## src/rtl/bsc_pkg.sv

```systemverilog
// Shared definitions for the bit-serial sequencer: opcodes, FSM states,
// instruction field offsets and small decode helpers.
package bsc_pkg;

    localparam logic [3:0] OP_NOP = 4'd0;
    localparam logic [3:0] OP_ADD = 4'd1;
    localparam logic [3:0] OP_SUB = 4'd2;
    localparam logic [3:0] OP_AND = 4'd3;
    localparam logic [3:0] OP_OR  = 4'd4;
    localparam logic [3:0] OP_XOR = 4'd5;
    localparam logic [3:0] OP_LDI = 4'd6;
    localparam logic [3:0] OP_MOV = 4'd7;

    localparam int RD_LSB  = 0;
    localparam int RS1_LSB = 2;
    localparam int RS2_LSB = 4;
    localparam int IMM_LSB = 4;
    localparam int IMM_W   = 8;

    typedef enum logic [1:0] {
        IDLE,
        DECODE,
        EXEC,
        DONE
    } state_t;

    // Opcodes 8..15 are the illegal half of the encoding space.
    function automatic logic op_is_illegal(input logic [3:0] op);
        return op[3];
    endfunction

    function automatic logic op_runs_datapath(input logic [3:0] op);
        return !op[3] && (op != OP_NOP);
    endfunction

    // Immediate bit for a datapath bit position; positions past imm8 read as 0.
    function automatic logic imm_bit_at(input logic [IMM_W-1:0] imm, input int idx);
        logic b;
        b = 1'b0;
        for (int i = 0; i < IMM_W; i++) begin
            if (idx == i) b = imm[i];
        end
        return b;
    endfunction

endpackage

```

## src/rtl/bit_serial_sequencer_if.sv

```systemverilog
// Instruction-in / per-bit-control-out bundle between the instruction loader
// (master) and the sequencer (slave).
interface bit_serial_sequencer_if #(
    parameter int WIDTH    = 8,
    parameter int NUM_REGS = 4
);
    localparam int IDX_W = $clog2(WIDTH);
    localparam int SEL_W = $clog2(NUM_REGS);

    logic             inst_valid;
    logic [3:0]       opcode;
    logic [11:0]      instr;
    logic             step;

    logic             busy;
    logic             shift_en;
    logic             wb_en;
    logic [2:0]       alu_op;
    logic [SEL_W-1:0] rs1_sel;
    logic [SEL_W-1:0] rs2_sel;
    logic [SEL_W-1:0] rd_sel;
    logic             op_b_imm;
    logic             imm_bit;
    logic [IDX_W-1:0] bit_idx;
    logic             carry_init;
    logic             first_bit;
    logic             last_bit;
    logic             done;
    logic             illegal;
    logic             overrun;

    modport master (
        output inst_valid, opcode, instr, step,
        input  busy, shift_en, wb_en, alu_op, rs1_sel, rs2_sel, rd_sel, op_b_imm,
               imm_bit, bit_idx, carry_init, first_bit, last_bit, done, illegal, overrun
    );

    modport slave (
        input  inst_valid, opcode, instr, step,
        output busy, shift_en, wb_en, alu_op, rs1_sel, rs2_sel, rd_sel, op_b_imm,
               imm_bit, bit_idx, carry_init, first_bit, last_bit, done, illegal, overrun
    );

endinterface

```

## src/rtl/bit_serial_sequencer_counter.sv

```systemverilog
// Bit-index counter: synchronous load, counts up under enable and stops at
// WIDTH-1, with a terminal-count flag for the last bit.
module bit_counter #(
    parameter int WIDTH = 8,
    parameter int IDX_W = $clog2(WIDTH)
) (
    input  logic             clk,
    input  logic             rst,
    input  logic             load,
    input  logic [IDX_W-1:0] load_val,
    input  logic             en,
    output logic [IDX_W-1:0] count,
    output logic             tc
);

    assign tc = (count == IDX_W'(WIDTH - 1));

    always_ff @(posedge clk or posedge rst) begin
        if (rst) begin
            count <= '0;
        end else if (load) begin
            count <= load_val;
        end else if (en && !tc) begin
            count <= count + 1'b1;
        end
    end

endmodule

```

## src/rtl/bit_serial_sequencer.sv

```systemverilog
// Control FSM for the bit-serial datapath: one instruction = DECODE, WIDTH EXEC bit cycles (LSB first), DONE.
// Build option SEQ_SINGLE_STEP_EN: EXEC advances only in cycles where step=1.
module bit_serial_sequencer
    import bsc_pkg::*;
#(
    parameter int WIDTH    = 8,
    parameter int NUM_REGS = 4
) (
    input logic                   clk,
    input logic                   rst,
    bit_serial_sequencer_if.slave bus
);

    localparam int IDX_W = $clog2(WIDTH);
    localparam int SEL_W = $clog2(NUM_REGS);

    state_t           state;
    state_t           state_nxt;
    logic             accept;
    logic             advance;
    logic             tc;
    logic [IDX_W-1:0] bit_idx;
    logic [3:0]       op_q;
    logic [SEL_W-1:0] rd_q;
    logic [SEL_W-1:0] rs1_q;
    logic [SEL_W-1:0] rs2_q;
    logic [IMM_W-1:0] imm_q;
    logic             busy_q;
    logic             exec_q;
    logic             done_q;
    logic             carry_q;
    logic             imm_sel_q;
    logic             illegal_q;
    logic             overrun_q;

    assign accept = (state == IDLE) && bus.inst_valid;

`ifdef SEQ_SINGLE_STEP_EN
    assign advance = bus.step;
`else
    logic step_unused;
    assign step_unused = bus.step;
    assign advance     = 1'b1;
`endif

    // NOTE: state_nxt gets a default before the case so no path through this process infers a latch.
    always_comb begin
        state_nxt = state;
        unique case (state)
            IDLE:    if (bus.inst_valid) state_nxt = DECODE;
            DECODE:  state_nxt = op_runs_datapath(op_q) ? EXEC : DONE;
            EXEC:    if (advance && tc) state_nxt = DONE;
            DONE:    state_nxt = IDLE;
            default: state_nxt = IDLE;
        endcase
    end

    // NOTE: non-blocking assignments so every flop samples pre-edge values whatever the statement order.
    always_ff @(posedge clk or posedge rst) begin
        if (rst) begin
            // NOTE: latched instruction fields are reset as well, so every output reads 0 straight out of reset.
            state     <= IDLE;
            busy_q    <= 1'b0;
            exec_q    <= 1'b0;
            done_q    <= 1'b0;
            op_q      <= '0;
            rd_q      <= '0;
            rs1_q     <= '0;
            rs2_q     <= '0;
            imm_q     <= '0;
            carry_q   <= 1'b0;
            imm_sel_q <= 1'b0;
            illegal_q <= 1'b0;
            overrun_q <= 1'b0;
        end else begin
            state  <= state_nxt;
            busy_q <= (state_nxt != IDLE);
            exec_q <= (state_nxt == EXEC);
            done_q <= (state_nxt == DONE);
            if (accept) begin
                op_q      <= bus.opcode;
                rd_q      <= bus.instr[RD_LSB +: SEL_W];
                rs1_q     <= bus.instr[RS1_LSB +: SEL_W];
                rs2_q     <= bus.instr[RS2_LSB +: SEL_W];
                imm_q     <= bus.instr[IMM_LSB +: IMM_W];
                carry_q   <= (bus.opcode == OP_SUB);
                imm_sel_q <= (bus.opcode == OP_LDI);
                illegal_q <= 1'b0;
                overrun_q <= 1'b0;
            end else begin
                // Any inst_valid outside IDLE is dropped; the fields above stay as they are.
                if (bus.inst_valid) overrun_q <= 1'b1;
                if ((state == DECODE) && op_is_illegal(op_q)) illegal_q <= 1'b1;
            end
        end
    end

    // Held at 0 outside EXEC so every instruction starts at bit 0.
    bit_counter #(
        .WIDTH (WIDTH),
        .IDX_W (IDX_W)
    ) u_bit_counter (
        .clk      (clk),
        .rst      (rst),
        .load     (state != EXEC),
        .load_val ('0),
        .en       ((state == EXEC) && advance),
        .count    (bit_idx),
        .tc       (tc)
    );

    assign bus.busy       = busy_q;
    assign bus.shift_en   = exec_q && advance;
    assign bus.wb_en      = exec_q && advance;
    assign bus.alu_op     = op_q[2:0];
    assign bus.rd_sel     = rd_q;
    assign bus.rs1_sel    = rs1_q;
    assign bus.rs2_sel    = rs2_q;
    assign bus.op_b_imm   = imm_sel_q;
    assign bus.carry_init = carry_q;
    assign bus.bit_idx    = bit_idx;
    assign bus.first_bit  = (state == EXEC) && (bit_idx == '0);
    assign bus.last_bit   = (state == EXEC) && tc;
    assign bus.imm_bit    = (state == EXEC) && imm_bit_at(imm_q, 32'(bit_idx));
    assign bus.done       = done_q;
    assign bus.illegal    = illegal_q;
    assign bus.overrun    = overrun_q;

endmodule

```

## src/flat_wrapper.sv

```systemverilog
// flat-port wrapper written by rule: the top's interface ports become plain ports
module bit_serial_sequencer_flat import bsc_pkg::*;
#(
    parameter int WIDTH    = 8,
    parameter int NUM_REGS = 4
)
  (clk, rst, bus_inst_valid, bus_opcode, bus_instr, bus_step, bus_busy, bus_shift_en, bus_wb_en, bus_alu_op, bus_rs1_sel, bus_rs2_sel, bus_rd_sel, bus_op_b_imm, bus_imm_bit, bus_bit_idx, bus_carry_init, bus_first_bit, bus_last_bit, bus_done, bus_illegal, bus_overrun);
  bit_serial_sequencer_if #(.WIDTH(WIDTH), .NUM_REGS(NUM_REGS)) bus_i ();
  input logic clk;
  input logic rst;
  input wire logic [$bits(bus_i.inst_valid)-1:0] bus_inst_valid;
  input wire logic [$bits(bus_i.opcode)-1:0] bus_opcode;
  input wire logic [$bits(bus_i.instr)-1:0] bus_instr;
  input wire logic [$bits(bus_i.step)-1:0] bus_step;
  output wire logic [$bits(bus_i.busy)-1:0] bus_busy;
  output wire logic [$bits(bus_i.shift_en)-1:0] bus_shift_en;
  output wire logic [$bits(bus_i.wb_en)-1:0] bus_wb_en;
  output wire logic [$bits(bus_i.alu_op)-1:0] bus_alu_op;
  output wire logic [$bits(bus_i.rs1_sel)-1:0] bus_rs1_sel;
  output wire logic [$bits(bus_i.rs2_sel)-1:0] bus_rs2_sel;
  output wire logic [$bits(bus_i.rd_sel)-1:0] bus_rd_sel;
  output wire logic [$bits(bus_i.op_b_imm)-1:0] bus_op_b_imm;
  output wire logic [$bits(bus_i.imm_bit)-1:0] bus_imm_bit;
  output wire logic [$bits(bus_i.bit_idx)-1:0] bus_bit_idx;
  output wire logic [$bits(bus_i.carry_init)-1:0] bus_carry_init;
  output wire logic [$bits(bus_i.first_bit)-1:0] bus_first_bit;
  output wire logic [$bits(bus_i.last_bit)-1:0] bus_last_bit;
  output wire logic [$bits(bus_i.done)-1:0] bus_done;
  output wire logic [$bits(bus_i.illegal)-1:0] bus_illegal;
  output wire logic [$bits(bus_i.overrun)-1:0] bus_overrun;
  assign bus_i.inst_valid = bus_inst_valid;
  assign bus_i.opcode = bus_opcode;
  assign bus_i.instr = bus_instr;
  assign bus_i.step = bus_step;
  assign bus_busy = bus_i.busy;
  assign bus_shift_en = bus_i.shift_en;
  assign bus_wb_en = bus_i.wb_en;
  assign bus_alu_op = bus_i.alu_op;
  assign bus_rs1_sel = bus_i.rs1_sel;
  assign bus_rs2_sel = bus_i.rs2_sel;
  assign bus_rd_sel = bus_i.rd_sel;
  assign bus_op_b_imm = bus_i.op_b_imm;
  assign bus_imm_bit = bus_i.imm_bit;
  assign bus_bit_idx = bus_i.bit_idx;
  assign bus_carry_init = bus_i.carry_init;
  assign bus_first_bit = bus_i.first_bit;
  assign bus_last_bit = bus_i.last_bit;
  assign bus_done = bus_i.done;
  assign bus_illegal = bus_i.illegal;
  assign bus_overrun = bus_i.overrun;
  bit_serial_sequencer #(.WIDTH(WIDTH), .NUM_REGS(NUM_REGS)) u_core (.clk(clk), .rst(rst), .bus(bus_i));
endmodule
```

## config.mk

```make
export PLATFORM = sky130hd
export DESIGN_NAME = bit_serial_sequencer_flat
export DESIGN_NICKNAME = d
export VERILOG_FILES = /design/src/rtl/bsc_pkg.sv /design/src/rtl/bit_serial_sequencer_if.sv /design/src/rtl/bit_serial_sequencer_counter.sv /design/src/rtl/bit_serial_sequencer.sv /design/src/flat_wrapper.sv
export SDC_FILE = /design/constraint.sdc
export NUM_CORES = 1
export LEC_CHECK = 0
export CORE_ASPECT_RATIO = 0.8
export CORE_UTILIZATION = 45
export DETAILED_ROUTE_END_ITERATION = 8
export GPL_ROUTABILITY_DRIVEN = 0
export PLACE_DENSITY = 0.77
export SYNTH_ARGS = -nofsm -noshare
export SYNTH_HDL_FRONTEND = slang
export SYNTH_SLANG_ARGS = --single-unit
```

## constraint.sdc

```tcl
create_clock -name clk -period 2.2 [get_ports clk]
set_input_delay 0.55 -clock clk [delete_from_list [all_inputs] [get_ports clk]]
set_output_delay 0.55 -clock clk [all_outputs]
set_load 0.005 [all_outputs]
```

==> run_results.csv, run 1 <==
group,metric,value,unit
outcome,status,"complete, but fails checks",
outcome,violations,"setup timing",
yosys,syn_area,1396,um^2
worst_setup_path,required,1650,ps
yosys,synth_top_area_cell,"dfrtp_1",
sta,skew,5.076,ps
grt,grt_pass1_vias,1074,
yosys,synth_area_leaders,"dfrtp_1, ha_1, mux2_2",
power,p_switching,842.6,uW
routing,antenna_left,0,
power,report.power.total,2586,uW
routing,drt-initial-drc-count,25,
hold_path,min_path_type,"reg2reg",
sta,rsz0062_at_grt,"true",
routing,via_per_inst,5.020,
sta,min_period_over_period,1.018,
routing,dr_total_vias,1014,
cells_and_area,syn2layout_area_growth,46.15,%
sta,hold_ws,483.0,ps
cells_and_area,drive_above_1_share,0.3049,
cells_and_area,final_cells,202,
cells_and_area,mostFrequentLayoutCells,"clkdlybuf4s50_1, dfrtp_1, nand2_1, mux2_2, buf_4",
cells_and_area,final_common_cell,"clkdlybuf4s50_1",
placement,place_area,1867,um^2
floorplanning,placementRows,17,
clocking,cts_sinks,28,
cells_and_area,num_antenna_cells,0,
yosys,yosysTopAreaCellShare,0.5018,
worst_setup_path,endpoint_kind,"output port",
placement,placed_cells,197,
worst_setup_path,r2r_slack,440,ps
routing,routedWlPerCell,14.46,um
worst_setup_path,path_class,"reg2out",
worst_setup_path,cp-start-kind,"flip-flop",
floorplanning,die_h,51.83,um
clocking,cts-root-buf,"clkbuf_8",
power,comb_power_share,0.519,
grt,grt_usage,0.2044,
yosys,ys_seq_elements,28,
power,p_int,1743,uW
sta,fin_crit,2240,ps
floorplanning,die_area,3331,um^2
placement,portBuffers,41,
clocking,clk_latency,270,ps
routing,drc_errors,0,
power,p_sw_frac,0.3258,
floorplanning,start_util,0.4899,
cells_and_area,fin_nets,195,
sta,fin_ws,-40.33,ps
sta,setup_viol_count_final,1,
sta,max_freq,0.4464,GHz
grt,grt_max_degree,20,
yosys,syn_area_per_cell,11.93,um^2
worst_setup_path,crit_fanout,4,
power,p_leak,0.0009016,uW
power,power.density,1267,nW/um^2
grt,grt_pass1_wl,4995,um
yosys,syn_inst,117,
clocking,cts_inserted_buffers,3,
placement,dpl.hpwl,2124,um
flow_run,drv_cap,0,
sta,tightestPinTransition,414.6,ps
routing,drt_first_pass_iters,4,
sta,max_slew_margin,0.7233,
floorplanning,die_w,64.28,um
yosys,ys_seq_area_frac,0.5018,
power,power.clock.fraction,0.120,
clocking,clk_path_buf_depth,2,
power,ir_worst_vdd,0.0006463,V
cells_and_area,final_area,2041,um^2
yosys,ys_warn_count,0,
yosys,synth.net_count,147,
routing,finalWirelength,2920,um
floorplanning,core_area,2850,um^2
power,p_seq_frac,0.361,
clocking,cts_tree,"yes",
clocking,htree_levels,1,
grt,grt.overflow.total,0,
clocking,clk_pin_slew,90,ps
yosys,synth_cell_types,26,
sta,hold_violations,0,
grt,antenna_found_initial,0,
worst_setup_path,worstPathArrival,1690,ps
sta,slew_violations,0,
floorplanning,ios,43,
power groups by stage:
stage	clock, uW	sequential [uW]	combinational [uW]
2_1_floorplan	0	893	701
3_3_place_gp	0	902	1160
3_5_place_dp	0	916	1200
4_1_cts	320	928	1310
5_1_grt	342	967	1470
6_report	311	934	1340
timing repair:
item / in CTS / in global routing
hold buffers: 0 / 0
setup buffers: 1 / 0
resized for setup: 23 / 12
pin swaps: 4 / 5
setup endpoints to repair: 3 / 3
metrics by stage:
stage                     setup WS (ps)  setup TNS [ps]    util
after global placement           -157.1          -157.1  0.6550
after floorplan                   348.5               0       -
after CTS                        -93.32          -93.32  0.7076
after detailed placement         -180.1          -180.1  0.6550
after global routing             -117.2          -117.2  0.7160
final                            -40.33          -40.33  0.7160
metal layers:
metal	up-vias	wire, um	track usage
met4	0	41	0.09630
met5	-	0	0
met2	40	1450	0.3474
met1	492	1236	0.2359
met3	4	191	0.06579
li1	478	-	-
cell usage after synthesis, drive strengths merged:
master  instances
mux2           15
xnor2           1
buf             8
and2            4
nand2          11
nand2b          1
and3            1
ha             10
nor2            2
mux2i           2
nor4b           1
nand3           2
o21ai           7
dfrtp          28
inv             9
nand3b          1
o31ai           1
a21oi           6
nor4bb          1
a211oi          2
nor2b           3
o22a            1
flip-flops by register name (all words and copies together), names as in the netlist, 2 cells and up:
name,cells
u_core.imm_q,8
u_core.op_q,4
u_core.u_bit_counter.count,3
u_core.bus.rd_sel,2
u_core.bus.rs1_sel,2
u_core.state,2
final timing paths:
kind	end	cells after the start	start
setup reg to reg	u_core.bus.shift_en	7	u_core.u_bit_counter.count[0]
max in group asynchronous	u_core.u_bit_counter.count[2]	3	rst
hold / removal	u_core.bus.carry_init	2	u_core.bus.carry_init
setup / recovery	bus_imm_bit	8	u_core.u_bit_counter.count[0]
min in group asynchronous	u_core.bus.rs1_sel[1]	2	rst
hold reg to reg	u_core.bus.carry_init	2	u_core.bus.carry_init
worst max-delay path, stage by stage, from the launching register on:
cell	delay, ps
dfrtp_2	450
ha_4	190
ha_4	150
buf_6	90
nand2_2	50
a21oi_2	140
a21oi_2	40
o21ai_1	170
buf_2	140
final cells by class:
cell class | count | area [um^2]
Fill cell | 201 | 809.5
Sequential cell | 28 | 703.2
Multi-Input combinational cell | 72 | 701.9
Timing Repair Buffer | 51 | 499.2
Clock buffer | 4 | 55.05
Tap cell | 38 | 47.55
Inverter | 9 | 33.78
kinds of logic after synthesis:
| logic type | count (synthesis) | synth area share |
|---|---|---|
| AOI/OAI and AO/OA | 17 | 0.06989 |
| xor gates and xnor gates | 1 | 0.006274 |
| adders and majority gates | 10 | 0.08961 |
| buffers and inverters | 17 | 0.07258 |
| DFF | 28 | 0.5018 |
| muxes | 17 | 0.1514 |
| and+or+nand+nor | 27 | 0.1084 |
Power figures use the tool's default switching activity.
==> run 2, diff against run 1 <==
--- a/config.mk
+++ b/config.mk
@@ -6,6 +6,7 @@
 export NUM_CORES = 1
 export LEC_CHECK = 0
 export CORE_ASPECT_RATIO = 0.8
+export CORE_MARGIN = 1.5
 export CORE_UTILIZATION = 45
 export DETAILED_ROUTE_END_ITERATION = 8
 export GPL_ROUTABILITY_DRIVEN = 0
==> run 2 against run 1 <==
Net effect: flip-flop and latch count did not move; die area rose by 3.5%; routed wire length rose by 5.9%; maximum frequency fell by 1.8%; the flow still finishes with violations (setup timing); clock power barely moved; critical path depth fell by 2; register-to-register slack got worse by 90 ps; clock-buffer cell count did not move.
==> run_results.csv, run 2 (synthesis gave the netlist of run 1 again) <==
group,metric,value,unit
routing,via_per_inst,5.010,
hold_path,whs_endpoint,"u_core.bus.carry_init",
cells_and_area,mostFrequentLayoutCells,"clkdlybuf4s50_1, dfrtp_1, nand2_1, mux2_2, buf_4",
cells_and_area,largest_reg_flops,8,
routing,dr_total_vias,1012,
clocking,cts_sinks,28,
cells_and_area,final_core_util,0.7072,
grt,grt_usage,0.1936,
worst_setup_path,path_common_cell,"ha_4",
routing,routedWlPerCell,15.31,um
placement,dp_slack,-198.2,ps
worst_setup_path,rr_worst_depth,7,
worst_setup_path,critPathSlowestCell,"dfrtp_2",
sta,finalSetupTns,-81.43,ps
floorplanning,ios,43,
sta,fin_ws,-81.43,ps
cells_and_area,drive_above_1_share,0.2988,
cells_and_area,final_area,2016,um^2
worst_setup_path,cp-start-kind,"flip-flop",
clocking,cts_inserted_buffers,3,
power,report.power.total,2581,uW
clocking,clk_path_buf_depth,2,
routing,drt_first_pass_iters,4,
grt,grt_max_degree,20,
clocking,cts-root-buf,"clkbuf_8",
floorplanning,die_h,52.83,um
sta,tightestPinTransition,404.1,ps
worst_setup_path,reg2reg_to,"u_core.bus.shift_en",
grt,grt.overflow.total,0,
grt,grt_pass1_wl,4712,um
floorplanning,die_w,65.28,um
sta,hold_violations,0,
floorplanning,placementRows,17,
worst_setup_path,r2r_slack,350,ps
placement,dpl.hpwl,2093,um
worst_setup_path,required,1650,ps
worst_setup_path,path_class,"reg2out",
routing,finalWirelength,3092,um
sta,max_freq,0.4383,GHz
worst_setup_path,crit_path_cell_trace,"ha_4 -> ha_4 -> a211oi_2 -> a21oi_2 -> o21ai_1 -> buf_2",
sta,slew_violations,0,
worst_setup_path,critPathMaxStageDelay,460,ps
grt,grt_pass1_vias,1003,
power,ir_worst_vdd,0.0005860,V
cells_and_area,num_antenna_cells,0,
sta,setup_viol_count_final,1,
sta,skew,4.594,ps
worst_setup_path,worstPathArrival,1730,ps
worst_setup_path,crit_fanout,4,
sta,fin_crit,2281,ps
power,power.density,1280,nW/um^2
floorplanning,start_util,0.4899,
power,p_leak,0.0008968,uW
clocking,cts_tree,"yes",
hold_path,whs_path_depth,2,
worst_setup_path,endpoint_kind,"output port",
clocking,ctsHoldBuffers,0,
worst_setup_path,path_depth,6,
clocking,clk_pin_slew,90,ps
sta,max_slew_margin,0.7303,
cells_and_area,final_common_cell,"clkdlybuf4s50_1",
placement,portBuffers,41,
worst_setup_path,cp_top_family,"compound AO/OA/AOI/OAI gates",
outcome,status,"complete, but fails checks",
flow_run,drv_cap,0,
clocking,clk_latency,280,ps
cells_and_area,top_regs,"u_core.imm_q: 8 flops, u_core.op_q: 4 flops, u_core.u_bit_counter.count: 3 flops",
worst_setup_path,cp_num_buf_inv,1,
routing,drc_errors,0,
worst_setup_path,r2r-start,"u_core.u_bit_counter.count[0]",
cells_and_area,top_register,"u_core.imm_q",
clocking,htree_levels,1,
sta,min_period_over_period,1.037,
floorplanning,die_area,3448,um^2
outcome,violations,"setup timing",
cells_and_area,fin_nets,195,
sta,rsz0062_at_grt,"true",
routing,drt-initial-drc-count,34,
cells_and_area,syn2layout_area_growth,44.35,%
hold_path,min_path_type,"reg2reg",
grt,antenna_found_initial,0,
cells_and_area,fillers,205,
routing,antenna_left,0,
placement,place_area,1859,um^2
hold_path,min-delay-start,"u_core.bus.carry_init",
floorplanning,core_area,2850,um^2
## run 2: changes by cell type in the layout (fill, tap and decap cells not counted)
| cell | before | now |
|---|---|---|
| nor4bb_2 | 0 | 1 |
| ha_4 | 6 | 5 |
| nand2_2 | 1 | 0 |
| nor4bb_4 | 1 | 0 |
| buf_4 | 8 | 9 |
| o21ai_1 | 3 | 5 |
| ha_2 | 1 | 2 |
| o21ai_0 | 4 | 2 |
| nand2_1 | 9 | 10 |
| buf_6 | 1 | 0 |
## run 2: metrics by stage
stage / cells / hold slack [ps]
CTS: 201 / 490.1
global placement: 196 / 459.1
floorplan: 117 / 469.8
finish: 202 / 487.6
global route: 202 / 534.7
detailed placement: 196 / 469.9
## run 2: what timing repair did
action,CTS,global route
hold endpoints to repair,0,0
endpoints found under the setup margin,3,3
setup buffers,1,1
pin swaps,4,2
gates resized for setup,26,7
## run 2: where the power goes
| group | leakage [uW] | internal (uW) | switching [uW] |
|---|---|---|---|
| registers | 0.000339 | 756 | 177 |
| logic | 0.000529 | 803 | 531 |
| clock network | 0.0000288 | 160 | 153 |
| total | 0.000897 | 1720 | 861 |
## run 2: how the worst max path moves through the flow
| stage | start | endpoint |
|---|---|---|
| 2_1_floorplan | u_core.u_bit_counter.count[0] | bus_imm_bit |
| 3_3_place_gp | u_core.u_bit_counter.count[0] | bus_imm_bit |
| 3_5_place_dp | u_core.u_bit_counter.count[0] | bus_imm_bit |
| 4_1_cts | u_core.u_bit_counter.count[0] | bus_first_bit |
| 5_1_grt | u_core.u_bit_counter.count[1] | bus_imm_bit |
| 6_report | u_core.u_bit_counter.count[0] | bus_imm_bit |
## run 2: worst min-delay path: stages (launching register included)
cell	delay, ps
dfrtp_1	350
nand2_1	50
o31ai_1	50
## run 2: cell type report
cell class | count | area, um^2 | share of cell area
clock buffer | 4 | 55.05 | 0.02731
inverter | 9 | 33.78 | 0.01676
multi-input combinational | 72 | 680.7 | 0.3377
sequential | 28 | 703.2 | 0.3489
tap | 38 | 47.55 | 0.02359
timing repair buffer | 51 | 495.5 | 0.2458
## run 2: per-layer routing
| metal | up-vias | global-route usage | routed length, um |
|---|---|---|---|
| li1 | 482 | - | - |
| met1 | 488 | 0.2190 | 1317 |
| met2 | 38 | 0.3452 | 1560 |
| met3 | 4 | 0.06667 | 185 |
| met4 | 0 | 0.06250 | 29 |
| met5 | - | 0 | 0 |
